===== src/rtl/matrix_digit_scheduler.sv =====
// Scan-rate prescaler, column mirror and round-robin A/B digit arbiter for the
// 8x8 LED matrix driver. Digit changes land only on column-6 load points.
module matrix_digit_scheduler #(
  parameter int          SCAN_DIV     = 16,
  parameter int          DWELL_FRAMES = 4,
  parameter logic [3:0]  IDLE_DIGIT   = 4'h0
) (
  input  logic       CLK,
  input  logic       RST,
  input  logic       a_valid,
  input  logic [3:0] a_data,
  output logic       a_ready,
  input  logic       b_valid,
  input  logic [3:0] b_data,
  output logic       b_ready,
  output logic       scan_ce,
  output logic [2:0] col_idx,
  output logic [3:0] digit_out,
  output logic       frame_tick,
  output logic       owner,
  output logic       showing
);

  localparam int PW = $clog2(SCAN_DIV);
  localparam int DW = (DWELL_FRAMES > 1) ? $clog2(DWELL_FRAMES) : 1;
  localparam logic [PW-1:0] PRE_MAX   = PW'(SCAN_DIV - 1);
  localparam logic [DW-1:0] DWELL_MAX = DW'(DWELL_FRAMES - 1);

  typedef enum logic {IDLE, SHOW} state_t;

  logic [PW-1:0] pre_q, pre_d;
  logic [2:0]    col_q, col_d;
  logic [DW-1:0] dwell_q, dwell_d;
  logic [3:0]    digit_q, digit_d;
  logic          owner_q, owner_d;
  logic          last_q, last_d;   // 0 = A, 1 = B
  state_t        state_q, state_d;

  logic load, arb, grant_a, grant_b;

  assign scan_ce    = (pre_q == PRE_MAX);
  assign frame_tick = scan_ce && (col_q == 3'd7);
  // Load on column 6 so the new digit is stable throughout column 7, when the driver latches it.
  assign load       = scan_ce && (col_q == 3'd6);
  assign arb        = load && ((state_q == IDLE) || (dwell_q == '0));
  assign grant_a    = arb && a_valid && (!b_valid || last_q);
  assign grant_b    = arb && b_valid && (!a_valid || !last_q);

  assign a_ready   = grant_a;
  assign b_ready   = grant_b;
  assign col_idx   = col_q;
  assign digit_out = digit_q;
  assign owner     = owner_q;
  assign showing   = (state_q == SHOW);

  always_comb begin
    pre_d   = scan_ce ? '0 : pre_q + 1'b1;
    col_d   = scan_ce ? col_q + 3'd1 : col_q;
    dwell_d = dwell_q;
    digit_d = digit_q;
    owner_d = owner_q;
    last_d  = last_q;
    state_d = state_q;
    if (arb) begin
      if (grant_a || grant_b) begin
        digit_d = grant_a ? a_data : b_data;
        owner_d = grant_b;
        last_d  = grant_b;
        dwell_d = DWELL_MAX;
        state_d = SHOW;
      end else begin
        digit_d = IDLE_DIGIT;
        state_d = IDLE;
      end
    end else if (load && state_q == SHOW) begin
      dwell_d = dwell_q - 1'b1;
    end
  end

  always_ff @(posedge CLK or posedge RST) begin
    if (RST) begin
      pre_q   <= '0;
      col_q   <= '0;
      dwell_q <= '0;
      digit_q <= IDLE_DIGIT;
      owner_q <= 1'b0;
      last_q  <= 1'b1;
      state_q <= IDLE;
    end else begin
      pre_q   <= pre_d;
      col_q   <= col_d;
      dwell_q <= dwell_d;
      digit_q <= digit_d;
      owner_q <= owner_d;
      last_q  <= last_d;
      state_q <= state_d;
    end
  end

endmodule

===== config.mk =====
export PLATFORM = sky130hd
export DESIGN_NAME = matrix_digit_scheduler
export DESIGN_NICKNAME = d
export VERILOG_FILES = /design/src/rtl/matrix_digit_scheduler.sv
export SDC_FILE = /design/constraint.sdc
export NUM_CORES = 1
export LEC_CHECK = 0
export BUFFER_PORTS_ARGS = -buffer_cell sky130_fd_sc_hd__clkbuf_2
export CAP_MARGIN = 20
export CORE_MARGIN = 1
export CORE_UTILIZATION = 50
export CTS_BUF_LIST = sky130_fd_sc_hd__clkbuf_4 sky130_fd_sc_hd__clkbuf_8
export DETAILED_ROUTE_END_ITERATION = 10
export PLACE_DENSITY = 0.85
export SKIP_LAST_GASP = 1
export SLEW_MARGIN = 30
export SYNTH_ARGS = -nofsm -noshare
export SYNTH_HDL_FRONTEND = slang
export SYNTH_SLANG_ARGS = --single-unit
export TNS_END_PERCENT = 100

===== constraint.sdc =====
create_clock -name CLK -period 1.95 [get_ports CLK]
set_input_delay 0.195 -clock CLK [delete_from_list [all_inputs] [get_ports CLK]]
set_output_delay 0.195 -clock CLK [all_outputs]
set_load 0.02 [all_outputs]

# [Word-level counts from Yosys, hierarchy flattened]
# Cells that the tools add are included.
[word_totals] latch_bits=0 output_inout_bits=13 in_bits=12 regBits=16 romBits=0 memories=0 ram_bits=0
[op_classes] muxes=7 magnitude_cmp=0 div_mod_pow=0 n_eq_ne=4 mul=0 reduce_logical=19 n_shift=0 bitwise=1 n_addsub=3
[op_table] operator="$mux 4" n=3
[op_table] operator="$logic_and 1x1->1" n=8
[op_table] operator="$eq 3x3->1 const B" n=2
[op_table] operator="$mux 2" n=3
[op_table] operator="$add 4x1->4 const B" n=1
[op_table] operator="$eq 4x4->1 const B" n=1
[op_table] operator="$logic_or 1x1->1" n=4
[op_table] operator="$reduce_and 2->1" n=2
[op_table] operator="$add 3x1->3 const B" n=1
[op_table] operator="$logic_not 1->1" n=3
[op_table] operator="$logic_not 2->1" n=1
[op_table] operator="$ne 2x1->1 const B" n=1
[op_table] operator="$reduce_bool 2->1" n=1
[op_table] operator="$sub 2x1->2 const B" n=1
[op_table] operator="$mux 1" n=1
[op_table] operator="$not 1->1" n=1

# [Depth between registers and ports, before layout]
[logic_depth] depth_word=8 mapped_depth=5 ltp_nobuf=5

# [Worst setup path before layout]
# No wires, ideal clock.
[synth_timing] path_type="reg-to-output" startpoint="register pre_q[0]" endpoint="output port frame_tick" t_required_ps=1755 path_stages_with_launch=5 slack_ps=362 arrival_ps=1393 cell_sequence="dfrtp_1 > ha_1 > nand3_4 > clkinv_1 > and2_1"
[synth_via] elab_chain_cells=2
[synth_lines] element="start, declared" line="31" rtl="logic [PW-1:0] pre_q, pre_d;"
[synth_lines] element="start signal, assigned" line="90" rtl="pre_q <= pre_d;"
[synth_lines] element="$eq 4x4->1" line="41" rtl="assign scan_ce = (pre_q == PRE_MAX);"
[synth_lines] element="named net scan_ce" line="16" rtl="output logic scan_ce,"
[synth_lines] element="$logic_and 1x1->1" line="42" rtl="assign frame_tick = scan_ce && (col_q == 3'd7);"
[synth_lines] element="end, declared" line="19" rtl="output logic frame_tick,"
# The timed path passes the listed nets, and every way through them passes these cells.

# [Worst setup path after layout]
[layout_timing] startpoint="register col_q[0], in the netlist col_idx[0]" endpoint="output port a_ready"
[layout_via] elab_chain_cells=5
[layout_lines] element="start, declared" line="32" rtl="logic [2:0] col_q, col_d;"
[layout_lines] element="start signal, assigned" line="91" rtl="col_q <= col_d;"
[layout_lines] element="$eq 3x3->1" line="44" rtl="assign load = scan_ce && (col_q == 3'd6);"
[layout_lines] element="$logic_and 1x1->1" line="44"
[layout_lines] element="$logic_and 1x1->1" line="45" rtl="assign arb = load && ((state_q == IDLE) || (dwell_q == '0));"
[layout_lines] element="$logic_and 1x1->1 (2 in a row)" line="46" rtl="assign grant_a = arb && a_valid && (!b_valid || last_q);"
[layout_lines] element="end, declared" line="12" rtl="output logic a_ready,"
# No other way between the ends.

==> metrics.log <==
INFO  metric status = complete, no violations
INFO  metric synthSimpleGateAreaFrac = around 17%
INFO  metric avgRoutedWirePerCell = approximately 13 um
INFO  metric finalHoldViolCount = 0
INFO  metric final.period_utilization = about 95%
INFO  metric drc = 0
INFO  metric vias = between 600 and 700
INFO  metric fin_ws = ~0.096 ns
INFO  metric cp_cell_sequence = inv_1, ha_2, nand2_2, nor3_4, and3_2, clkbuf_2
INFO  metric synth-edff-count = 0
INFO  metric ys.warnings.count = 0
INFO  metric cts-htree-levels = 1
INFO  metric synth-xor-area-share = 2.160%
INFO  metric synth_top_cells_by_area = dfrtp_1 46%, ha_1 7.7%, mux2_2 5.6%
INFO  metric fin_util = a little under 70%
INFO  metric grt_pass1_wl = 2.559 mm
INFO  metric ctsRootBufferMaster = clkbuf_4
INFO  metric design.die.area = between 1500 and 2000 um2
INFO  metric static_power_due_to_leakage = 0.5181 nW
INFO  metric die_boundary_height = about 42 um
INFO  metric numCtsBuffers = 3
INFO  metric hpwl_reported_at_the_end_of_detailed_placement = ~1.2 mm
INFO  metric async_reset_ff_share = 100.0%
INFO  metric sequential_area_share_after_synthesis = between 40% and 50%
INFO  metric critical_path.endpoint_type = output pin
INFO  metric clock_path_buffers = 2
INFO  metric ant_nets = 0
INFO  metric reg2regPathDepth = 6
INFO  metric grt_use_total = 19.91%
INFO  metric max-vdd-ir-drop = approximately 0.35 mV
INFO  metric setup_violations = 0
INFO  metric layout.filler_cells = 120
INFO  metric synth_top_family_by_area = simple AND/OR/NAND/NOR gates
INFO  metric core-area = about 1500 um2
INFO  metric hold_path.startpoint = b_data[0]
INFO  metric final_net_count = 120
INFO  metric antenna_cells_inserted = 0
INFO  metric synthesis.nets = 88
INFO  metric dpl_worst_slack = ~0.27 ns
INFO  metric drt-total-wl = roughly 1.6 mm
INFO  metric power_density_relative_to_cell_area = 576.7 nW/um2
INFO  metric port_buffers = 24
INFO  metric grt_start_max_net_pins = 17
INFO  metric synth-adder-area-share = ~7.7%
INFO  metric start_util = a little over half
INFO  metric synthMostInstantiatedCell = dfrtp_1
INFO  metric cap_viol_max_count = 0
INFO  metric place.gp.congestion = about 0.74
INFO  metric timing.rr.end = digit_out[1]
INFO  metric period_needed = 1.854 ns
INFO  metric worst_ep_required_time = between 1.5 and 2 ns
INFO  metric critPathKind = reg -> out
INFO  metric synth.mux.area_fraction = 5.556%
INFO  metric syn_inst = 71
INFO  metric io-pin-count = 25
INFO  metric worst_hold_stages = 3
INFO  metric fraction_of_layout_cells_with_a_size_suffix_above_1 = a little over two fifths
INFO  metric grt_setup_unrepaired = yes
INFO  metric synth-main-ff-cell = dfrtp_1
INFO  metric cts_tree = done
INFO  metric synth-compound-area-share = between 10% and 20%
INFO  metric timing_max_transition_violations_final = 0
INFO  metric die-width = 42.27 um
INFO  metric minimum_setup_slack_among_reg_to_reg_paths = about 0.31 ns
INFO  metric numClockSinks = 16
INFO  metric syn2layout_area_growth = 25.93%
INFO  metric timing.hold.worst.class = in -> reg
INFO  metric cpMaxStageDelayCell = dfrtp_1
INFO  metric fin_setup_tns = 0 ns
INFO  metric postSynthAreaPerCell = ~11 um2
INFO  metric sequential_cell_area_in_the_final_layout = around 400 um2
INFO  metric grt_antenna_before_repair = 0
INFO  metric avgViaCountPerCell = between 5 and 6
INFO  metric clk_latency = 0.29 ns
INFO  metric clk_pin_slew = approximately 0.1 ns
INFO  metric path_max_fanout = 4
INFO  metric synth.distinct_cells = 30
INFO  metric critical_path.reg2reg.startpoint = col_idx[0]
INFO  metric yosys.area.top_type_share = between 40% and 50%
INFO  metric synth.ff_latch_count = 16
INFO  metric maxClockFrequency = around 540 MHz
INFO  metric grt_overflow_total = 0
INFO  metric timing.slew.headroom = slightly below 60%
INFO  metric std_cell_rows = 14
INFO  metric detail_route.iter0.violations = 6
INFO  metric critical-path-max-stage-delay = 0.41 ns
INFO  metric multi_input_area = around 390 um2
INFO  metric worstMarginPinSlew = roughly 0.6 ns
INFO  metric ys_top_cells_by_count = 15 x dfrtp_1, 5 x ha_1, 5 x inv_1, 5 x nand2_1
INFO  metric final.setup_skew = slightly above 0.008 ns
INFO  metric grt_pass1_vias = around 600
INFO  metric synthDominantAreaCellType = dfrtp_1
INFO  metric hold_end = digit_out[0]
INFO  metric first_pass_iters = 4
INFO  metric crit_arrival = 1.66 ns
INFO  metric syn-cell-area = approximately 800 um2
INFO  metric worst_setup_path_start_kind = flip-flop
[final cells by class]
class	count	share of cell area [%]
tap	16	1.961
inverter	6	2.574
multi-input combinational	49	38.36
clock buffer	4	3.554
timing repair buffer	27	14.22
sequential	16	39.34
[layer usage]
layer / global-route usage (%) / vias up / part of all wire (%)
li1: - / 318 / -
met1: 21.84 / 297 / 40
met2: 32.00 / 37 / 48
met3: 4.741 / 8 / 7.9
met4: 16.88 / 0 / 3.8
met5: 0 / - / 0
[cell usage in the layout, fill, tap and decap left out, drive strengths merged]
cell	instances
clkinvlp	1
a2bb2oi	1
dfstp	1
xor2	1
xnor2	1
ha	5
nand2b	2
nand3	4
a22o	1
a211oi	1
buf	2
o31ai	1
a21boi	1
nand2	5
clkbuf	28
a32o	4
nor2b	1
and3	1
o2bb2ai	1
inv	5
and2	3
nor2	2
dlygate4sd3	1
nand4	2
o21ai	4
o21a	1
mux2	4
nor3	2
dfrtp	15
a21oi	1
[how the worst max path moves through the flow]
stage | end | from | cells past startpoint
after global routing | a_ready | col_idx[0] | 6
after CTS | a_ready | col_idx[0] | 6
after global placement | a_ready | pre_q[0] | 5
after detailed placement | a_ready | pre_q[0] | 5
after floorplan | frame_tick | pre_q[0] | 4
final | a_ready | col_idx[0] | 6
[sequential cells by signal (all words and copies together) (netlist names)]
signal     cells
col_idx        3
owner          1
pre_q          4
last_q         1
digit_out      4
dwell_q        2
showing        1
[timing repair]
action	CTS	global route
endpoints found under the setup margin	2	3
endpoints found under the hold margin	15	0
hold buffers	1	0
pin swaps	1	0
setup buffers	1	0
gates resized for setup	0	3
[power breakdown]
| group | switching, mW | internal (mW) |
|---|---|---|
| clock network | 0.107 | 0.114 |
| logic | 0.0177 | 0.0164 |
| registers | 0.000652 | 0.333 |
| total | 0.125 | 0.464 |
[cell families after synthesis]
| group | count (synthesis) |
|---|---|
| compound gates | 16 |
| xor+xnor | 2 |
| mux | 4 |
| simple gates | 22 |
| buf+inv | 6 |
| fa+ha+maj | 5 |
| flops | 16 |
[worst max-delay path, delay by kind of cell (launching register included)]
kind,cells,cell delay (ns)
flip-flops,1,0.41
adder cells (fa/ha/maj),1,0.20
AND/OR/NAND/NOR,3,0.49
buffers and inverters,2,0.26
[per-stage QoR]
step	hold slack, ns	cells	area (um2)	total power [mW]
floorplan	0.1080	71	810.8	0.3569
global placement	0.2677	112	958.4	0.3728
detailed placement	0.2741	112	958.4	0.3738
CTS	0.2385	118	1012	0.5966
global route	0.2475	118	1021	0.6126
finish	0.2488	118	1021	0.5888
No activity file was read; power rests on OpenSTA's default activity.
